File: src/rtl/arb_pkg.sv
// Shared definitions for the round-robin arbiter: sizes, state encoding and the
// rotating-priority search used to pick the next owner.
package arb_pkg;

   localparam int NREQ   = 4;
   localparam int IDX_W  = 2;
   localparam int HOLD_W = 8;

   typedef enum logic [1:0] {
      IDLE = 2'b00,
      BUSY = 2'b01,
      TURN = 2'b10
   } state_e;

   // Walks last+4 down to last+1 so the final hit is the nearest set bit after last.
   function automatic logic [IDX_W-1:0] next_winner(input logic [NREQ-1:0]  req,
                                                     input logic [IDX_W-1:0] last);
      logic [IDX_W-1:0] cand;
      next_winner = last;
      for (int i = NREQ; i >= 1; i--) begin
         cand = last + IDX_W'(i);
         if (req[cand]) next_winner = cand;
      end
   endfunction

endpackage

File: src/rtl/dec2to4.sv
// 2-to-4 decoder with enable; turns the registered grant index into grant lines.
module dec2to4 (
   input  logic [1:0] i_i,
   input  logic       i_e,
   output logic [3:0] o_z
);

   // NOTE: default assignment first so no path leaves o_z unassigned (no latch).
   always_comb begin
      o_z = '0;
      if (i_e) o_z[i_i] = 1'b1;
   end

endmodule

File: src/rtl/rr_decoder_arbiter.sv
// Four-client round-robin arbiter with hold-limit preemption and a turnaround
// cycle between owners; grant lines come from a decoder on the registered index.
module rr_decoder_arbiter
   import arb_pkg::*;
#(
   parameter int MAX_HOLD = 16
) (
   input  logic             clk,
   input  logic             rst_n,
   input  logic [NREQ-1:0]  req,
   input  logic             done,
   output logic [IDX_W-1:0] grant_idx,
   output logic             grant_en,
   output logic [NREQ-1:0]  grant_oh,
   output logic             busy,
   output logic             preempt
);

   state_e              r_state;
   logic [IDX_W-1:0]    r_grant_idx;
   logic                r_grant_en;
   logic                r_busy;
   logic                r_preempt;
   logic [IDX_W-1:0]    r_last_winner;
   logic [HOLD_W-1:0]   r_hold_cnt;

   logic [IDX_W-1:0]    w_winner;
   logic                w_owner_req;
   logic                w_timeout;
   logic                w_release;

   assign w_winner    = next_winner(req, r_last_winner);
   assign w_owner_req = req[r_grant_idx];
   assign w_timeout   = (r_hold_cnt == HOLD_W'(MAX_HOLD));
   assign w_release   = done || !w_owner_req || w_timeout;

   // NOTE: sequential state uses non-blocking assignments; reset is sampled on the clock edge.
   always_ff @(posedge clk) begin
      if (!rst_n) begin
         r_state       <= IDLE;
         r_grant_idx   <= '0;
         r_grant_en    <= 1'b0;
         r_busy        <= 1'b0;
         r_preempt     <= 1'b0;
         r_last_winner <= IDX_W'(NREQ - 1);
         r_hold_cnt    <= '0;
      end else begin
         case (r_state)
            IDLE: begin
               if (|req) begin
                  r_grant_idx   <= w_winner;
                  r_grant_en    <= 1'b1;
                  r_busy        <= 1'b1;
                  r_last_winner <= w_winner;
                  r_hold_cnt    <= HOLD_W'(1);
                  r_state       <= BUSY;
               end
            end
            BUSY: begin
               if (w_release) begin
                  r_grant_en <= 1'b0;
                  r_busy     <= 1'b0;
                  // Preemption is flagged only when the timer alone forced the release.
                  r_preempt  <= w_timeout && !done && w_owner_req;
                  r_state    <= TURN;
               end else if (r_hold_cnt != '1) begin
                  r_hold_cnt <= r_hold_cnt + HOLD_W'(1);
               end
            end
            TURN: begin
               r_preempt <= 1'b0;
               r_state   <= IDLE;
            end
            default: r_state <= IDLE;
         endcase
      end
   end

   dec2to4 u_dec (
      .i_i (r_grant_idx),
      .i_e (r_grant_en),
      .o_z (grant_oh)
   );

   assign grant_idx = r_grant_idx;
   assign grant_en  = r_grant_en;
   assign busy      = r_busy;
   assign preempt   = r_preempt;

endmodule

File: config.mk
export PLATFORM = sky130hd
export DESIGN_NAME = rr_decoder_arbiter
export DESIGN_NICKNAME = d
export VERILOG_FILES = /design/src/rtl/arb_pkg.sv /design/src/rtl/dec2to4.sv /design/src/rtl/rr_decoder_arbiter.sv
export SDC_FILE = /design/constraint.sdc
export NUM_CORES = 1
export LEC_CHECK = 0
export CAP_MARGIN = 5
export CORE_ASPECT_RATIO = 0.7
export CORE_MARGIN = 5
export CORE_UTILIZATION = 40
export DETAILED_ROUTE_END_ITERATION = 16
export HOLD_SLACK_MARGIN = 0.1
export SYNTH_ARGS = -nofsm -noshare
export SYNTH_HDL_FRONTEND = slang
export SYNTH_SLANG_ARGS = --single-unit
File: constraint.sdc
create_clock -name clk -period 3.5 [get_ports clk]
set_input_delay 0.875 -clock clk [delete_from_list [all_inputs] [get_ports clk]]
set_output_delay 0.875 -clock clk [all_outputs]
set_load 0.01 [all_outputs]
# After elaboration in Yosys (flattened, before gate mapping)
# Cells that the tools add are included.
# op_classes
addsub	4
order_cmp	5
eq_ne	8
muxes	26
n_reduce_logical	16
# op_table
operator	count
$mux 8	3
$pmux 8 s2	1
$lt 2x3->1 const B	4
$mux 2	5
$add 8x1->8 const B	1
$bmux 1 s2	4
$eq 8x5->1 const B	1
$mux 1	8
$ne 2x2->1 const B	4
$ne 8x8->1 const B	1
$reduce_and 2->1	3
$add 2x2->2 const B	2
$mux 4	1
$pmux 1 s2	2
$pmux 2 s2	1
$reduce_and 4->1	1
$reduce_bool 2->1	2
$reduce_or 4->1	1
$logic_and 1x1->1	3
$reduce_and 3->1	1
$add 2x1->2 const B	1
$demux 1 s2	1
$eq 2x1->1 const B	1
$eq 2x2->1 const B	1
other kinds (4)	6
# word_totals
regBits	16
wordCells	65

# Depth between registers and ports, before layout
# Gate-level depths: netlist (run 1).
# depth
depth_word	7
ltp_mapped	8

# Cells and area by module
# From an unflattened synthesis (run 1), not the netlist that was laid out.
# hier_totals
hier_cells	121
hier_area_um2	1008.5
# by_module_without_submodules
mod	n_inst	cells_per_inst	area_per_inst_um2	seq_area_each_um2
rr_decoder_arbiter	1	117	970.9	320.3
dec2to4	1	4	37.5	0.0

# Worst setup path after synthesis (run 1)
# No wires, ideal clock.
# synth_path
path_type	input to register
startpoint	input port req[3]
endpoint	register r_hold_cnt[0]
arrival_ns	2.023
required_time_ns	3.384
path_slack_ns	1.361
stages	6
path_buffers	1
cell_sequence	mux2_1 > a22oi_2 > o21ba_4 > buf_2 > nor2_1 > o211a_1
# synth_between
elab_chain_cells	7
# synth_lines
item	line_no	source
start, declared	rr_decoder_arbiter.sv:10	input logic [NREQ-1:0] req,
$bmux 1 s2	rr_decoder_arbiter.sv:33	assign w_owner_req = req[r_grant_idx];
$mux 1 (implied by the code)	rr_decoder_arbiter.sv:33	
$logic_not 1->1	rr_decoder_arbiter.sv:35	assign w_release = done || !w_owner_req || w_timeout;
$logic_or 1x1->1 (2 in a row)	rr_decoder_arbiter.sv:35	
$ne 2x2->1 (no source line)	n/a	
$reduce_and 4->1 (no source line) (*)	n/a	
end signal, assigned	rr_decoder_arbiter.sv:67	r_hold_cnt <= r_hold_cnt + HOLD_W'(1);
end, declared	rr_decoder_arbiter.sv:25	logic [HOLD_W-1:0] r_hold_cnt;
# Mark *: on every way between the ends. The rest lies on a longest branch, timed or not. The select of a mux whose other input is x is not followed.
# A chain may end at the register's enable or synchronous reset.

# Worst setup path in the final report (run 1)
# layout_path
startpoint	input port req[1]
endpoint	register r_hold_cnt[4]
# Same word-level chain as after synthesis.

==> results of run 1 <==
==> cells in the mapped netlist (all sizes together) (3+ instances only) <==
cell type | n | share of area
or4 | 4 | 0.030
buf | 3 | 0.018
inv | 5 | 0.019
o21ai | 6 | 0.030
nor3 | 3 | 0.020
o211ai | 4 | 0.030
nand3 | 4 | 0.020
o31ai | 5 | 0.038
and2 | 4 | 0.025
nor3b | 4 | 0.030
dfxtp | 16 | 0.33
a21oi | 7 | 0.036
nand2 | 10 | 0.038
nor2 | 6 | 0.025
==> kinds of logic (layout without fill, tap and decap cells) <==
family	count (synthesis)	in the layout
buf+inv	10	23
compound gates	34	34
xor+xnor	2	2
fa+ha+maj	2	2
simple gates	53	53
mux	2	2
flops	16	16
==> metal layers <==
metal  vias up  global-route usage  share of wire
met1       421              0.2014           0.55
met5         -                   0              0
met4         0             0.01948         0.0079
li1        479                   -              -
met2        29              0.1946           0.39
met3         4             0.05405          0.058
==> worst max-delay path by stage <==
stage	from	endpoint	slack (ns)
2_1_floorplan	req[3]	r_hold_cnt[0]	1.36
3_3_place_gp	req[3]	r_hold_cnt[6]	0.70
3_5_place_dp	req[1]	r_hold_cnt[4]	0.55
4_1_cts	req[1]	r_hold_cnt[4]	0.88
5_1_grt	req[3]	r_hold_cnt[4]	0.68
6_report	req[1]	r_hold_cnt[4]	0.86
==> report_power, final <==
part | internal (mW) | switching, mW
Combinational | 0.0887 | 0.0907
Clock | 0.0400 | 0.0561
Sequential | 0.202 | 0.0341
==> cell type report <==
type / count / area share
Inverter: 5 / 0.01597
Multi-Input combinational cell: 93 / 0.5282
Tap cell: 34 / 0.03621
Clock buffer: 3 / 0.01917
Sequential cell: 16 / 0.2726
Timing Repair Buffer: 15 / 0.1278
==> worst reg2reg max path, delay by kind of cell (launching register included) <==
family          cells  cell delay, ns
buf+inv             1            0.07
simple gates        3            0.84
compound gates      2            0.43
fa+ha+maj           1            0.20
flops               1            0.43
==> stage by stage <==
stage	worst slack (ns)	utilization	std cells	area [um2]
after global routing	0.6831	0.4891	166	1175
after CTS	0.8769	0.4891	166	1175
after floorplan	1.361	-	119	984.7
after detailed placement	0.5495	0.4797	163	1152
after global placement	0.6976	0.4797	163	1152
final	0.8642	0.4891	166	1175
==> sequential cells by signal, summed over array words and instances (netlist names) <==
register	cells
busy	1
grant_idx	2
preempt	1
r_hold_cnt	8
r_last_winner	2
r_state	2
==> flow_summary.toml, run 1 <==
[status]
status = "finished, final reports clean"

[worst_setup_path]
crit_path_end_kind = "register"
crit_required_ns = 3.72
crit_family = "simple AND/OR/NAND/NOR gates"
crit_chain = "clkdlybuf4s50_1 > nor4_1 > nor3_2 > nor2_2 > or4_1 > a21oi_1"
reg2reg_depth = 7
regToRegSetupSlack_ns = 1.47
cp_slowest_cell = "clkdlybuf4s50_1"
r2r-start = "r_hold_cnt[0]"
cp_num_buf_inv = 1
crit_fanout = 10
reg2reg_to = "r_hold_cnt[4]"
cpPeakStageDelay_ns = 0.58
arrival_ns = 2.85
start_kind = "input pin"
critPathKind = "in -> reg"
cp_num_cells = 6

[clocking]
clk-insertion-delay-late_ns = 0.28
cts_buffers = 3
cts_setup_buffers = 0
ctsResizeCount = 0
clockRootBuffer = "clkbuf_4"
cts.sinks = 16
clockBufferDepth = 2
path_clk_slew_ns = 0.09
htree_levels = 1
tritoncts = "built"
hold_buffers = 0

[synth]
syn_area_per_cell_um2 = 8.275
ys_seq_elements = 16
synthXorXnorAreaFrac = 0.01779
synth-edff-count = 0
synthesis.nets = 128
async_flop_share = 0
synth_compound_area_frac = 0.2465
synthSimpleGateAreaFrac = 0.3177
syn_area_um2 = 984.7
ys_warn_count = 0
synth_top_family_by_area = "simple AND/OR/NAND/NOR gates"
synth_ff_type = "dfxtp_1"
synthMuxAreaShare = 0.02287
synth.yosys.seq_area_share = 0.3253
synth_cells = 119
synth_cell_type_count = 44
synth_fa_ha_area_frac = 0.02541

[floorplanning]
initial_utilization = 0.4099
io_pins = 16
dieArea_mm2 = 0.003570
die_width_um = 69.30
die_height_um = 51.51
row_count = 15
core_area_mm2 = 0.002402

[job]
drv_cap = 0

[timing]
finClkSkew_ns = 0.0007341
finalSetupTns_ns = 0
max-slew-margin-rel = 0.6065
setup_violations = 0
max_freq_ghz = 0.3794
finalHoldViolCount = 0
worstMarginPinSlew_ns = 0.5870
worst_hold_slack_ns = 0.5213
min_period_over_period = 0.7531
min_period_ns = 2.636
grt_setup_unrepaired = "false"
maxSlewViolCount = 0

[route]
drt_iter0_drc = 60
antenna_left = 0
wl_per_cell_um = 13.80
viasPerCell = 5.620
wirelength_um = 2290
dr.pass1.iters = 5
route.vias.total = 933
drc = 0

[pwr]
p_leak_nw = 0.4155
finalPower_mw = 0.5115
ir_drop_mv = 0.2613
power_density_mw_per_mm2 = 435.4

[cells_and_area]
multi_input_area_um2 = 620.6
area_growth_pct = 19.31
regArea_um2 = 320.3
final_cell_mix = "16 x dfxtp_1, 15 x clkdlybuf4s50_1, 10 x nand2_1, 7 x a21oi_1"
layout_commonest_cell = "dfxtp_1"
fill_cells = 253
diodes = 0
drive_gt1_frac = 0.07576
nets = 143

[global_route]
grt_max_degree = 16
first_global_vias = 850
grt_usage = 0.1384
antenna_found_initial = 0
gr-total-overflow = 0
grt_first_pass_wirelength_um = 4008

[min_path]
min_from = "r_hold_cnt[4]"
hold_depth = 2
hold_path_end = "r_hold_cnt[4]"
hold_path_class = "reg -> reg"

[placement]
gp_congestion = 0.7975
io_buffers = 15
dp_hpwl_um = 1717
Power figures use the tool's default switching activity.
==> inputs of run 2 (changes only) <==
==> constraint.sdc (replaced) <==
create_clock -name clk -period 2.5 [get_ports clk]
set_input_delay 0.625 -clock clk [delete_from_list [all_inputs] [get_ports clk]]
set_output_delay 0.625 -clock clk [all_outputs]
set_load 0.01 [all_outputs]
==> flow_summary.toml, run 2 (synthesis gave the netlist of run 1 again) <==
[placement]
dp_hpwl_um = 1806
postPlaceCellArea_mm2 = 0.001220
io_buffers = 15
gp_congestion = 0.7706

[global_route]
grt_usage = 0.1373
first_global_vias = 846
grt_max_degree = 16
grt_first_pass_wirelength_um = 3912
antenna_found_initial = 0
gr-total-overflow = 0

[timing]
min_period_ns = 2.118
finalHoldViolCount = 0
min_period_over_period = 0.8473
max-slew-margin-rel = 0.7303
setup_violations = 0
grt_setup_unrepaired = "false"
finClkSkew_ns = 0.0007503
maxSlewViolCount = 0
max_freq_ghz = 0.4721
finalSetupTns_ns = 0
worstMarginPinSlew_ns = 0.4009

[route]
wl_per_cell_um = 13.31
dr.pass1.iters = 4
antenna_left = 0
drc = 0
route.vias.total = 941
wirelength_um = 2343
drt_iter0_drc = 42
viasPerCell = 5.347

[clocking]
cts_setup_buffers = 0
ctsResizeCount = 0
cts.sinks = 16
tritoncts = "built"
htree_levels = 1
clk-insertion-delay-late_ns = 0.29
cts_buffers = 3
path_clk_slew_ns = 0.10
clockBufferDepth = 2
clockRootBuffer = "clkbuf_4"
hold_buffers = 0

[job]
drv_cap = 0

[cells_and_area]
final_area_mm2 = 0.001256
area_growth_pct = 27.57
largest_reg_flops = 8
final_cell_mix = "16 x dfxtp_1, 15 x clkdlybuf4s50_1, 10 x nand2_1, 9 x buf_4, 7 x a21oi_1"
regMostFlops = "r_hold_cnt"
layout_commonest_cell = "dfxtp_1"
multi_input_area_um2 = 620.6
nets = 152
fill_cells = 257
diodes = 0
drive_gt1_frac = 0.1408
regArea_um2 = 320.3

[min_path]
min_from = "r_hold_cnt[6]"
hold_path_class = "reg -> reg"

[floorplanning]
io_pins = 16
initial_utilization = 0.4099
die_height_um = 51.51
core_area_mm2 = 0.002402
dieArea_mm2 = 0.003570
row_count = 15
die_width_um = 69.30

[worst_setup_path]
start_kind = "register"
arrival_ns = 1.49
crit_fanout = 7
crit_path_end_kind = "primary output"
crit_required_ns = 1.88
r2r-start = "r_hold_cnt[0]"
crit_start = "busy"
critPathKind = "reg -> out"

[pwr]
power_density_mw_per_mm2 = 621.2
ir_drop_mv = 0.3777
p_leak_nw = 0.4654

[status]
status = "finished, final reports clean"
## run 2: cell types whose count changed in the layout (fill, tap and decap cells not counted), sizes merged
| cell | change |
|---|---|
| buf | +9 |
| clkbuf | +1 |
## run 2: routing by layer
| metal | wire length, um | global-route usage |
|---|---|---|
| met1 | 1319 | 0.1986 |
| met2 | 900 | 0.1915 |
| met3 | 106 | 0.04633 |
| met4 | 17 | 0.03896 |
| met5 | 0 | 0 |
## run 2: cell type report
cell class	count	area share
sequential	16	0.2550
multi-input combinational	93	0.4940
tap	34	0.03386
clock buffer	4	0.02888
inverter	5	0.01494
timing repair buffer	24	0.1733
## run 2: worst paths after layout
| path | endpoint | slack [ns] | depth (start not counted) |
|---|---|---|---|
| setup / recovery | grant_oh[0] | 0.38 | 2 |
| hold / removal | r_hold_cnt[6] | 0.52 | 2 |
| setup reg to reg | r_hold_cnt[4] | 0.48 | 7 |
| hold reg to reg | r_hold_cnt[6] | 0.52 | 2 |
## run 2: power breakdown
group | internal (mW) | total (mW) | leakage [nW] | switching [mW]
clock network | 0.0889 | 0.177 | 0.0210 | 0.0879
logic | 0.142 | 0.274 | 0.313 | 0.132
registers | 0.283 | 0.329 | 0.131 | 0.0467
## run 2: critical path, cell delays in order, from the launching register on
cell	delay [ns]
dfxtp_1	0.42
nor3b_1	0.21
clkdlybuf4s50_1	0.57
## run 2: stage by stage
stage               instances  utilization  setup WS (ns)  power [mW]  hold slack (ns)
floorplan                 119            -         0.6111      0.4976           0.4611
global placement          172       0.5078         0.1137      0.6070           0.4778
detailed placement        172       0.5078        0.08641      0.6088           0.4979
CTS                       176       0.5229         0.3603      0.7893           0.5141
global route              176       0.5229         0.2731      0.8347           0.5264
finish                    176       0.5229         0.3816      0.7803           0.5178
